$ cat src/rtl/audio_clk_pkg.sv
// ----------------------------------------------------------------------------
// audio_clk_pkg
//
// Shared types and constants for the audio clock sequencer.
//   seqState_t      : sequencer state (IDLE, RUN, STOPPING)
//   CNT_W_DEFAULT   : default width of every divide counter / config field
//   DEF_*           : divide ratios loaded into the active config at reset
//   clkCfg_t        : one complete divider configuration at default width
//   DEF_CFG         : reset configuration packed as a clkCfg_t
// ----------------------------------------------------------------------------
package audio_clk_pkg;

    typedef enum logic [1:0] {
        IDLE     = 2'd0,
        RUN      = 2'd1,
        STOPPING = 2'd2
    } seqState_t;

    localparam int CNT_W_DEFAULT  = 16;

    // baseClk cycles per MCLK half-period
    localparam int DEF_MCLK_HALF  = 4;
    // MCLK periods per BCLK half-period
    localparam int DEF_BCLK_HALF  = 2;
    // BCLK periods per LRCLK half-period
    localparam int DEF_FRAME_HALF = 32;

    typedef struct packed {
        logic [CNT_W_DEFAULT-1:0] mclkHalf;
        logic [CNT_W_DEFAULT-1:0] bclkHalf;
        logic [CNT_W_DEFAULT-1:0] frameHalf;
    } clkCfg_t;

    localparam clkCfg_t DEF_CFG = '{
        mclkHalf:  CNT_W_DEFAULT'(DEF_MCLK_HALF),
        bclkHalf:  CNT_W_DEFAULT'(DEF_BCLK_HALF),
        frameHalf: CNT_W_DEFAULT'(DEF_FRAME_HALF)
    };

endpackage

$ cat src/rtl/audio_clk_sequencer_half_period_toggler.sv
// ----------------------------------------------------------------------------
// half_period_toggler
//
// One stage of the clock divider chain. Counts 'advance' pulses and flips its
// output level after 'half' of them, so the level has a period of 2*half
// advances. The same block produces MCLK (advanced every running cycle),
// BCLK (advanced by MCLK falls) and LRCLK (advanced by BCLK falls).
//
// Ports:
//   baseClk  in   system clock
//   rstN     in   asynchronous active-low reset
//   advance  in   count one step this cycle
//   clear    in   force counter and level to 0 (wins over advance)
//   half     in   advances per half-period, must be >= 1
//   level    out  registered divided clock level
//   fall     out  combinational: level goes 1->0 at the end of this cycle
// ----------------------------------------------------------------------------
module half_period_toggler #(
    parameter int CNT_W = 16
) (
    input  logic             baseClk,
    input  logic             rstN,
    input  logic             advance,
    input  logic             clear,
    input  logic [CNT_W-1:0] half,
    output logic             level,
    output logic             fall
);

    logic [CNT_W-1:0] cnt;
    logic             atEnd;

    assign atEnd = (cnt == (half - CNT_W'(1)));

    // Not gated by 'clear': the top derives 'clear' from the last stage's
    // fall strobe, and a clear only ever lands where every level is about to
    // fall anyway, so leaving it out keeps the chain free of loops.
    assign fall  = advance & atEnd & level;

    always_ff @(posedge baseClk or negedge rstN) begin
        if (!rstN) begin
            cnt   <= '0;
            level <= 1'b0;
        end else if (clear) begin
            cnt   <= '0;
            level <= 1'b0;
        end else if (advance) begin
            if (atEnd) begin
                cnt   <= '0;
                level <= ~level;
            end else begin
                cnt   <= cnt + CNT_W'(1);
            end
        end
    end

endmodule

$ cat src/rtl/audio_clk_sequencer.sv
// ----------------------------------------------------------------------------
// audio_clk_sequencer
//
// Generates MCLK, BCLK and LRCLK for the codec from baseClk with run-time
// divide ratios. Starting is immediate; stopping waits for the next frame
// boundary (the cycle LRCLK falls, where MCLK and BCLK fall too), so the
// serializer never sees a partial frame. New ratios offered while running are
// parked in a shadow register and take effect on the next frame boundary.
//
// Optional build macro: AUDIO_CLK_SEQ_FRAMECNT_EN adds output frameCount.
//
// Ports:
//   baseClk       in   system clock, rising edge
//   rstN          in   asynchronous active-low reset
//   enable        in   1 = run, 0 = stop at the next frame boundary
//   cfgValid      in   configuration offered
//   cfgReady      out  configuration can be accepted
//   cfgMclkHalf   in   MCLK half-period in baseClk cycles (0 acts as 1)
//   cfgBclkHalf   in   BCLK half-period in MCLK periods (0 acts as 1)
//   cfgFrameHalf  in   LRCLK half-period in BCLK periods (0 acts as 1)
//   mclk          out  registered MCLK
//   bclk          out  registered BCLK
//   lrclk         out  registered LRCLK, 0 = left channel
//   frameStart    out  one-cycle strobe in the cycle after the boundary edge,
//                      i.e. the first cycle with all clocks low
//   running       out  high while in RUN or STOPPING
//   seqState      out  current sequencer state (debug)
//   frameCount    out  frames since start, wraps (only with the macro)
//
// Handshake: a configuration transfers on a rising edge where cfgValid and
// cfgReady are both high. The offer must stay stable while cfgValid is high
// and cfgReady low; cfgReady never depends on cfgValid.
// ----------------------------------------------------------------------------
module audio_clk_sequencer
    import audio_clk_pkg::*;
#(
    parameter int CNT_W          = CNT_W_DEFAULT,
    parameter int DEF_MCLK_HALF  = audio_clk_pkg::DEF_MCLK_HALF,
    parameter int DEF_BCLK_HALF  = audio_clk_pkg::DEF_BCLK_HALF,
    parameter int DEF_FRAME_HALF = audio_clk_pkg::DEF_FRAME_HALF
) (
    input  logic             baseClk,
    input  logic             rstN,
    input  logic             enable,
    input  logic             cfgValid,
    output logic             cfgReady,
    input  logic [CNT_W-1:0] cfgMclkHalf,
    input  logic [CNT_W-1:0] cfgBclkHalf,
    input  logic [CNT_W-1:0] cfgFrameHalf,
    output logic             mclk,
    output logic             bclk,
    output logic             lrclk,
    output logic             frameStart,
    output logic             running,
    output seqState_t        seqState
`ifdef AUDIO_CLK_SEQ_FRAMECNT_EN
    ,
    output logic [15:0]      frameCount
`endif
);

    // Same layout as clkCfg_t, but sized by this instance's CNT_W.
    typedef struct packed {
        logic [CNT_W-1:0] mclkHalf;
        logic [CNT_W-1:0] bclkHalf;
        logic [CNT_W-1:0] frameHalf;
    } cfg_t;

    localparam cfg_t RESET_CFG = '{
        mclkHalf:  CNT_W'(DEF_MCLK_HALF),
        bclkHalf:  CNT_W'(DEF_BCLK_HALF),
        frameHalf: CNT_W'(DEF_FRAME_HALF)
    };

    // A zero ratio is meaningless; it behaves as a ratio of one.
    function automatic logic [CNT_W-1:0] nonZero(input logic [CNT_W-1:0] v);
        return (v == '0) ? CNT_W'(1) : v;
    endfunction

    seqState_t state;
    cfg_t      activeCfg;
    cfg_t      shadowCfg;
    cfg_t      offeredCfg;
    logic      pending;

    logic      clocksOn;
    logic      mclkFall;
    logic      bclkFall;
    logic      lrclkFall;
    logic      boundary;
    logic      applyShadow;
    logic      togglerClear;
    logic      cfgXfer;

    assign clocksOn     = (state != IDLE);
    // Every stage falls together here, so this is the frame boundary cycle.
    assign boundary     = lrclkFall;
    assign applyShadow  = boundary & pending;
    assign togglerClear = (state == IDLE) | applyShadow;
    assign cfgXfer      = cfgValid & cfgReady;
    assign seqState     = state;

    assign offeredCfg.mclkHalf  = nonZero(cfgMclkHalf);
    assign offeredCfg.bclkHalf  = nonZero(cfgBclkHalf);
    assign offeredCfg.frameHalf = nonZero(cfgFrameHalf);

    half_period_toggler #(.CNT_W(CNT_W)) u_mclk (
        .baseClk (baseClk),
        .rstN    (rstN),
        .advance (clocksOn),
        .clear   (togglerClear),
        .half    (activeCfg.mclkHalf),
        .level   (mclk),
        .fall    (mclkFall)
    );

    half_period_toggler #(.CNT_W(CNT_W)) u_bclk (
        .baseClk (baseClk),
        .rstN    (rstN),
        .advance (mclkFall),
        .clear   (togglerClear),
        .half    (activeCfg.bclkHalf),
        .level   (bclk),
        .fall    (bclkFall)
    );

    half_period_toggler #(.CNT_W(CNT_W)) u_lrclk (
        .baseClk (baseClk),
        .rstN    (rstN),
        .advance (bclkFall),
        .clear   (togglerClear),
        .half    (activeCfg.frameHalf),
        .level   (lrclk),
        .fall    (lrclkFall)
    );

    // Sequencer FSM with its registered status outputs.
    always_ff @(posedge baseClk or negedge rstN) begin
        if (!rstN) begin
            state      <= IDLE;
            running    <= 1'b0;
            frameStart <= 1'b0;
        end else begin
            frameStart <= boundary;
            case (state)
                IDLE: begin
                    if (enable) begin
                        state   <= RUN;
                        running <= 1'b1;
                    end
                end
                RUN: begin
                    if (!enable) begin
                        state <= STOPPING;
                    end
                end
                STOPPING: begin
                    // Re-enabling resumes without touching the counters.
                    if (enable) begin
                        state <= RUN;
                    end else if (boundary) begin
                        state   <= IDLE;
                        running <= 1'b0;
                    end
                end
                default: begin
                    state   <= IDLE;
                    running <= 1'b0;
                end
            endcase
        end
    end

    // Configuration path. cfgReady is low exactly while a shadow value waits
    // for its boundary, so an apply and a new transfer never coincide. A
    // transfer on a boundary cycle finds pending clear and waits for the
    // following boundary.
    always_ff @(posedge baseClk or negedge rstN) begin
        if (!rstN) begin
            activeCfg <= RESET_CFG;
            shadowCfg <= RESET_CFG;
            pending   <= 1'b0;
            cfgReady  <= 1'b1;
        end else if (applyShadow) begin
            activeCfg <= shadowCfg;
            pending   <= 1'b0;
            cfgReady  <= 1'b1;
        end else if (cfgXfer) begin
            if (state == IDLE) begin
                activeCfg <= offeredCfg;
            end else begin
                shadowCfg <= offeredCfg;
                pending   <= 1'b1;
                cfgReady  <= 1'b0;
            end
        end
    end

`ifdef AUDIO_CLK_SEQ_FRAMECNT_EN
    always_ff @(posedge baseClk or negedge rstN) begin
        if (!rstN) begin
            frameCount <= 16'd0;
        end else if ((state == IDLE) && enable) begin
            frameCount <= 16'd0;
        end else if (boundary) begin
            frameCount <= frameCount + 16'd1;
        end
    end
`endif

endmodule
$ cat config.mk
export PLATFORM = sky130hd
export DESIGN_NAME = audio_clk_sequencer
export DESIGN_NICKNAME = d
export VERILOG_FILES = /design/src/rtl/audio_clk_pkg.sv /design/src/rtl/audio_clk_sequencer_half_period_toggler.sv /design/src/rtl/audio_clk_sequencer.sv
export SDC_FILE = /design/constraint.sdc
export NUM_CORES = 1
export LEC_CHECK = 0
export BUFFER_PORTS_ARGS = -buffer_cell sky130_fd_sc_hd__buf_2
export CORE_MARGIN = 2
export CORE_UTILIZATION = 55
export DETAILED_ROUTE_END_ITERATION = 8
export PLACE_DENSITY = 0.84
export SYNTH_ARGS = -nofsm -noshare
export SYNTH_HDL_FRONTEND = slang
export SYNTH_SLANG_ARGS = --single-unit
$ cat constraint.sdc
create_clock -name baseClk -period 6 [get_ports baseClk]
set_input_delay 1.8 -clock baseClk [delete_from_list [all_inputs] [get_ports baseClk]]
set_output_delay 1.8 -clock baseClk [all_outputs]
set_load 0.02 [all_outputs]
==> results_dict.tcl, run 1 <==
set metrics [dict create \
    post-route-period-util 0.7300 \
    worstMarginPinSlew_ps 1047 \
    grt_max_degree 61 \
    grt_first_pass_wirelength_mm 35.92 \
    p_total_mw 2.219 \
    synth-async-reset-ratio 1.000 \
    post-route-min-period_ps 4380 \
    cts.repair.resized 0 \
    cts_hold_buf 0 \
    antenna_found_initial 0 \
    slew_viol_final 0 \
    slew_headroom 0.3018 \
    setup_viol 0 \
    initial_core_util 0.5566 \
    worst_setup_path_end_kind "flop" \
    ys_types 76 \
    path_delay_family "simple AND/OR/NAND/NOR gates" \
    dp_slack_ps 1716 \
    worstHoldPathType "reg2reg" \
    avgSynthCellArea_sq_um 10.27 \
    drc 0 \
    cts_tree "done" \
    finClkSkew_ps 12.31 \
    ir_worst_vdd_mv 0.2283 \
    fin_ws_ps 1620 \
    ant_nets 0 \
    cts_max_level 4 \
    die_w_um 132.6 \
    via_count 7255 \
    synth_edf_count 0 \
    cts_setup_buffers 0 \
    intPower_mw 1.686 \
    arrival_ps 4680 \
    overflow 0 \
    num_rows 47 \
    fill_cells 1353 \
    synth.ff_latch_count 153 \
    dpl.hpwl_mm 14.67 \
    cp_num_buf_inv 1 \
    diodes 0 \
    drtIter0Drc 589 \
    worstPathRequired_ps 6300 \
    pwr-share-clk 0.473 \
    share_seq_of_total_power 0.475 \
    core_sq_mm 0.01635 \
    drive_gt1_frac 0.2228 \
    area_growth_pct 10.96 \
    hold_ws_ps 486.0 \
    cts-buffers-inserted 17 \
    die_h_um 132.6 \
    synth_fp_nets 944 \
    clkLatencyLatePin_ps 430 \
    ys.flop_type "dfrtp_1" \
    drt-total-wl_mm 21.16 \
    path_class "reg2reg" \
    yosys_warnings 0 \
    io_pins 60 \
    netlist_instances 886 \
    io_buffers 59 \
    p_sw_mw 0.5330 \
    max_freq_ghz 0.2283 \
    critPathLaunchType "flop" \
    dr.pass1.iters 5 \
    combPwrFrac 0.052 \
    fin_nets 983 \
    detail_route.vias_per_cell 6.265 \
    rsz0062_at_grt "no" \
    cts.clk_slew.worst_paths_ps 60 \
    power_density_mw_per_mm2 219.7 \
    p_leak_nw 4.568 \
    cts_sinks 153 \
    max_cap_viol_count 0 \
    cts_buffer_depth 2 \
    wl_per_cell_um 18.27 \
    path_cells "or4_4 > o21ai_0 > nand3_1 > or4_1 > nor4_1 > and4_1 > a21o_2 > buf_4 > mux2_2" \
    place.gp.congestion 0.9279 \
    syn_area_sq_mm 0.009100 \
    tns_ps 0 \
    netSwitchingFraction 0.2402 \
    grt_pass1_vias 7221 \
    crit_fanout 30 \
    slowest_delay_ps 660 \
    final_area_sq_mm 0.01010 \
    slowest_stage "a21o_2" \
    dieArea_sq_mm 0.01759 \
    cts_root_buf "clkbuf_16" \
    track_usage 0.2521 \
    status "completed" \
    post_dp_cell_area_sq_mm 0.009515 \
    synth.yosys.seq_area_share 0.4217 \
    finalHoldViolations 0 \
]
-- registers in the layout, summed over array words and instances, names as in the netlist --
register and cells:
activeCfg 48, u_mclk.level 1, u_mclk.cnt 16, pending 1, u_lrclk.cnt 16, running 1, frameStart 1, u_lrclk.level 1
u_bclk.level 1, shadowCfg 48, u_bclk.cnt 16, seqState 2, cfgReady 1
-- routing by layer --
| layer | part of all wire | track usage | vias up | wire length (um) |
|---|---|---|---|---|
| met1 | 0.45 | 0.3437 | 3572 | 9506 |
| met5 | 0 | 0 | - | 0 |
| li1 | - | - | 3378 | - |
| met4 | 0.025 | 0.09438 | 0 | 519 |
| met2 | 0.48 | 0.4047 | 255 | 10080 |
| met3 | 0.050 | 0.04483 | 50 | 1057 |
-- worst register-to-register path, delay by kind of cell (launching register included) --
family	cells	cell delay, ps
AOI/OAI and AO/OA	2	860
DFF	1	480
buffers and inverters	1	420
muxes	1	380
and+or+nand+nor	5	2120
-- logic make-up (layout without fill, tap and decap cells) --
logic type               count (synthesis)  in the layout  share of synthesized area
flip-flops                             153            153                     0.4217
AO/OA/AOI/OAI                          145            145                     0.1145
multiplexers                           133            133                     0.1629
AND/OR/NAND/NOR                        313            313                     0.1946
XOR/XNOR                                65             65                    0.06256
adder cells (fa/ha/maj)                  6              6                   0.008249
buffers and inverters                   71            123                    0.03547
-- power groups by stage --
| stage | registers [mW] | logic [mW] | clock network (mW) |
|---|---|---|---|
| floorplan | 1.07 | 0.0516 | 0 |
| global placement | 1.07 | 0.114 | 0 |
| detailed placement | 1.07 | 0.115 | 0 |
| CTS | 1.05 | 0.116 | 1.06 |
| global route | 1.05 | 0.129 | 1.11 |
| finish | 1.05 | 0.116 | 1.05 |
-- layout make-up --
| class | count | area, sq um | area share |
|---|---|---|---|
| clock buffers | 20 | 466.7 | 0.04622 |
| clock inverters | 12 | 115.1 | 0.01140 |
| inverters | 23 | 86.33 | 0.008550 |
| multi-input cells | 662 | 4947 | 0.4900 |
| flip-flops and latches | 153 | 3837 | 0.3800 |
| well taps | 220 | 275.3 | 0.02726 |
| repair buffers | 68 | 369.1 | 0.03656 |
-- cell usage after synthesis (all sizes together), types with 14 or more instances --
cell type | n | area share
nor4 | 27 | 0.023
nor3 | 20 | 0.011
nor2 | 55 | 0.023
mux2 | 121 | 0.15
dfrtp | 146 | 0.40
inv | 23 | 0.0095
and3 | 23 | 0.016
nand3 | 35 | 0.020
nand2 | 45 | 0.019
nor3b | 14 | 0.012
xor2 | 27 | 0.026
a21oi | 16 | 0.0092
clkbuf | 37 | 0.015
and2 | 16 | 0.011
o31ai | 16 | 0.013
o21ai | 28 | 0.015
xnor2 | 38 | 0.037
o211ai | 14 | 0.012
-- worst paths after layout --
kind	startpoint	endpoint	slack [ps]	cells past startpoint
worst max-delay path	activeCfg[40]	shadowCfg[42]	1620	9
worst min-delay path	shadowCfg[3]	activeCfg[3]	490	1
worst max register to register	activeCfg[40]	shadowCfg[42]	1620	9
worst min register to register	shadowCfg[3]	activeCfg[3]	490	1
max in group asynchronous	rstN	u_mclk.cnt[8]	3640	2
min in group asynchronous	rstN	u_lrclk.cnt[6]	1330	1
-- stage by stage --
step,instances,utilization
floorplan,886,-
global placement,1126,0.5820
detailed placement,1126,0.5820
CTS,1158,0.6176
global route,1158,0.6176
finish,1158,0.6176
-- placed cells by master, fill, tap and decap left out, types with 11 or more instances in the layout --
cell,instances
nor2_1,55
o31ai_1,16
o21ai_0,27
nor3b_1,14
or3_1,12
nand2b_1,11
clkbuf_16,17
nor4_1,24
o211ai_1,14
and3_1,22
dfrtp_1,146
a21oi_1,15
mux2_1,36
xor2_1,27
nand3_1,34
mux2_2,85
mux2i_1,12
nor3_1,20
inv_1,23
xnor2_1,38
buf_2,58
and2_1,15
nand4_1,11
nand2_1,45
Note: power is estimated with default switching activity, not from simulation.
==> run 2, diff against run 1 <==
--- a/config.mk
+++ b/config.mk
@@ -9,7 +9,7 @@
 export CORE_MARGIN = 2
 export CORE_UTILIZATION = 55
 export DETAILED_ROUTE_END_ITERATION = 8
-export PLACE_DENSITY = 0.84
+export PLACE_DENSITY = 0.87
 export SYNTH_ARGS = -nofsm -noshare
 export SYNTH_HDL_FRONTEND = slang
 export SYNTH_SLANG_ARGS = --single-unit
==> constraint.sdc (replaced) <==
create_clock -name baseClk -period 3.9 [get_ports baseClk]
set_input_delay 1.17 -clock baseClk [delete_from_list [all_inputs] [get_ports baseClk]]
set_output_delay 1.17 -clock baseClk [all_outputs]
set_load 0.02 [all_outputs]
==> run 2 against run 1 <==
Final cell count increased by 0.69%. Critical path type unchanged. Critical path depth increased by 1. Wire length increased by 3.5%. Power up 55%. Largest cell class unchanged. Via count rose by 0.99%. Count of clock-buffer cells in the layout rose by 4.
==> results_dict.tcl, run 2 (synthesis results as in run 1) <==
set metrics [dict create \
    fin_ws_ps 312.4 \
    dieArea_sq_mm 0.01759 \
    layout_commonest_cell "dfrtp_1" \
    cts_max_level 4 \
    cts_root_buf "clkbuf_16" \
    holdPathStages 1 \
    netSwitchingFraction 0.2306 \
    drtIter0Drc 713 \
    reg2reg_depth 10 \
    core_sq_mm 0.01635 \
    post-route-min-period_ps 3588 \
    area_growth_pct 11.85 \
    finClkSkew_ps 13.09 \
    dp_slack_ps 396.2 \
    drc 0 \
    cts_hold_buf 0 \
    combPwrFrac 0.052 \
    status "completed" \
    cts.repair.resized 0 \
    whs_endpoint "activeCfg[22]" \
    io_pins 60 \
    reg2reg_from "activeCfg[32]" \
    p_total_mw 3.445 \
    ir_worst_vdd_mv 0.3528 \
    cts_sinks 153 \
    multi_input_area_sq_mm 0.004947 \
    drt-total-wl_mm 21.91 \
    cts_tree "done" \
    track_usage 0.2598 \
    rsz0062_at_grt "no" \
    min-delay-start "shadowCfg[22]" \
    grt_first_pass_wirelength_mm 36.64 \
    die_w_um 132.6 \
    share_seq_of_total_power 0.470 \
    dpl.hpwl_mm 15.11 \
    post-route-period-util 0.9199 \
    max_cap_viol_count 0 \
    most-common-layout-cells "dfrtp_1, mux2_2, buf_2" \
    initial_core_util 0.5566 \
    slew_viol_final 0 \
    power_density_mw_per_mm2 338.5 \
    reg2reg_slack_ps 310 \
    wl_per_cell_um 18.79 \
    path_class "reg2reg" \
    via_count 7327 \
    overflow 0 \
    crit_fanout 19 \
    p_leak_nw 4.623 \
    setup_viol 0 \
    place.gp.congestion 0.8986 \
    worstMarginPinSlew_ps 800.7 \
    detail_route.vias_per_cell 6.284 \
    antenna_found_initial 0 \
    seqCellArea_sq_mm 0.003837 \
    cts-buffers-inserted 17 \
    cts.clk_slew.worst_paths_ps 70 \
    drive_gt1_frac 0.2252 \
    clkLatencyLatePin_ps 440 \
    p_sw_mw 0.7945 \
    grt_max_degree 78 \
    fill_cells 1312 \
    diodes 0 \
    cts_setup_buffers 0 \
    arrival_ps 3900 \
    pwr-share-clk 0.478 \
    worstPathRequired_ps 4210 \
    finalHoldViolations 0 \
    cts_buffer_depth 2 \
    io_buffers 59 \
    max_freq_ghz 0.2787 \
    reg_top3 "activeCfg: 48 flops, shadowCfg: 48 flops" \
    worstHoldPathType "reg2reg" \
    worst_setup_path_end_kind "flop" \
    critPathLaunchType "flop" \
    num_rows 47 \
    timing.rr.end "shadowCfg[2]" \
    fin_nets 991 \
    tns_ps 0 \
    ant_nets 0 \
    die_h_um 132.6 \
    grt_pass1_vias 7330 \
    intPower_mw 2.651 \
    slew_headroom 0.4662 \
    dr.pass1.iters 5 \
]
==> run 2: final cells by class <==
| type | count | share of cell area |
|---|---|---|
| Clock buffer | 24 | 0.04733 |
| Clock inverter | 8 | 0.009465 |
| Timing Repair Buffer | 76 | 0.04462 |
| Sequential cell | 153 | 0.3770 |
| Inverter | 23 | 0.008482 |
| Tap cell | 220 | 0.02704 |
| Multi-Input combinational cell | 662 | 0.4860 |
==> run 2: worst max-delay path by stage <==
stage / end / start / slack [ps]
final: shadowCfg[2] / activeCfg[32] / 310
after global placement: shadowCfg[45] / activeCfg[40] / 430
after detailed placement: shadowCfg[47] / activeCfg[32] / 400
after global routing: activeCfg[33] / activeCfg[18] / 100
after floorplan: shadowCfg[0] / activeCfg[32] / 560
after CTS: shadowCfg[2] / activeCfg[32] / 360
==> run 2: per-stage QoR <==
stage	instance area [sq um]	utilization	hold slack, ps	cells
final	10180	0.6226	481.3	1166
after global routing	10180	0.6226	513.8	1166
after detailed placement	9600	0.5872	469.0	1134
after CTS	10180	0.6226	482.5	1166
after global placement	9600	0.5872	460.0	1134
after floorplan	9100	-	458.5	886
==> run 2: worst max-delay path, stage by stage (launching register included) <==
cell     delay (ps)
dfrtp_1         460
inv_1            70
ha_1            250
or3_1           380
a31o_2          250
or4_1           570
nor4_1          390
and4_1          270
a21o_2          160
buf_4           270
mux2_2          380
==> run 2: power groups by stage <==
stage	registers (mW)	logic, mW	clock network (mW)
final	1.62	0.180	1.65
after global placement	1.65	0.178	0
after global routing	1.62	0.200	1.73
after CTS	1.62	0.181	1.66
after floorplan	1.64	0.0793	0
after detailed placement	1.65	0.179	0
==> run 2: per-layer routing <==
layer / track usage / share of wire / vias up / routed length, um
met5: 0 / 0 / - / 0
met4: 0.1004 / 0.023 / 0 / 512
met3: 0.05900 / 0.064 / 51 / 1407
met2: 0.4226 / 0.48 / 292 / 10520
met1: 0.3396 / 0.43 / 3612 / 9474
li1: - / - / 3372 / -
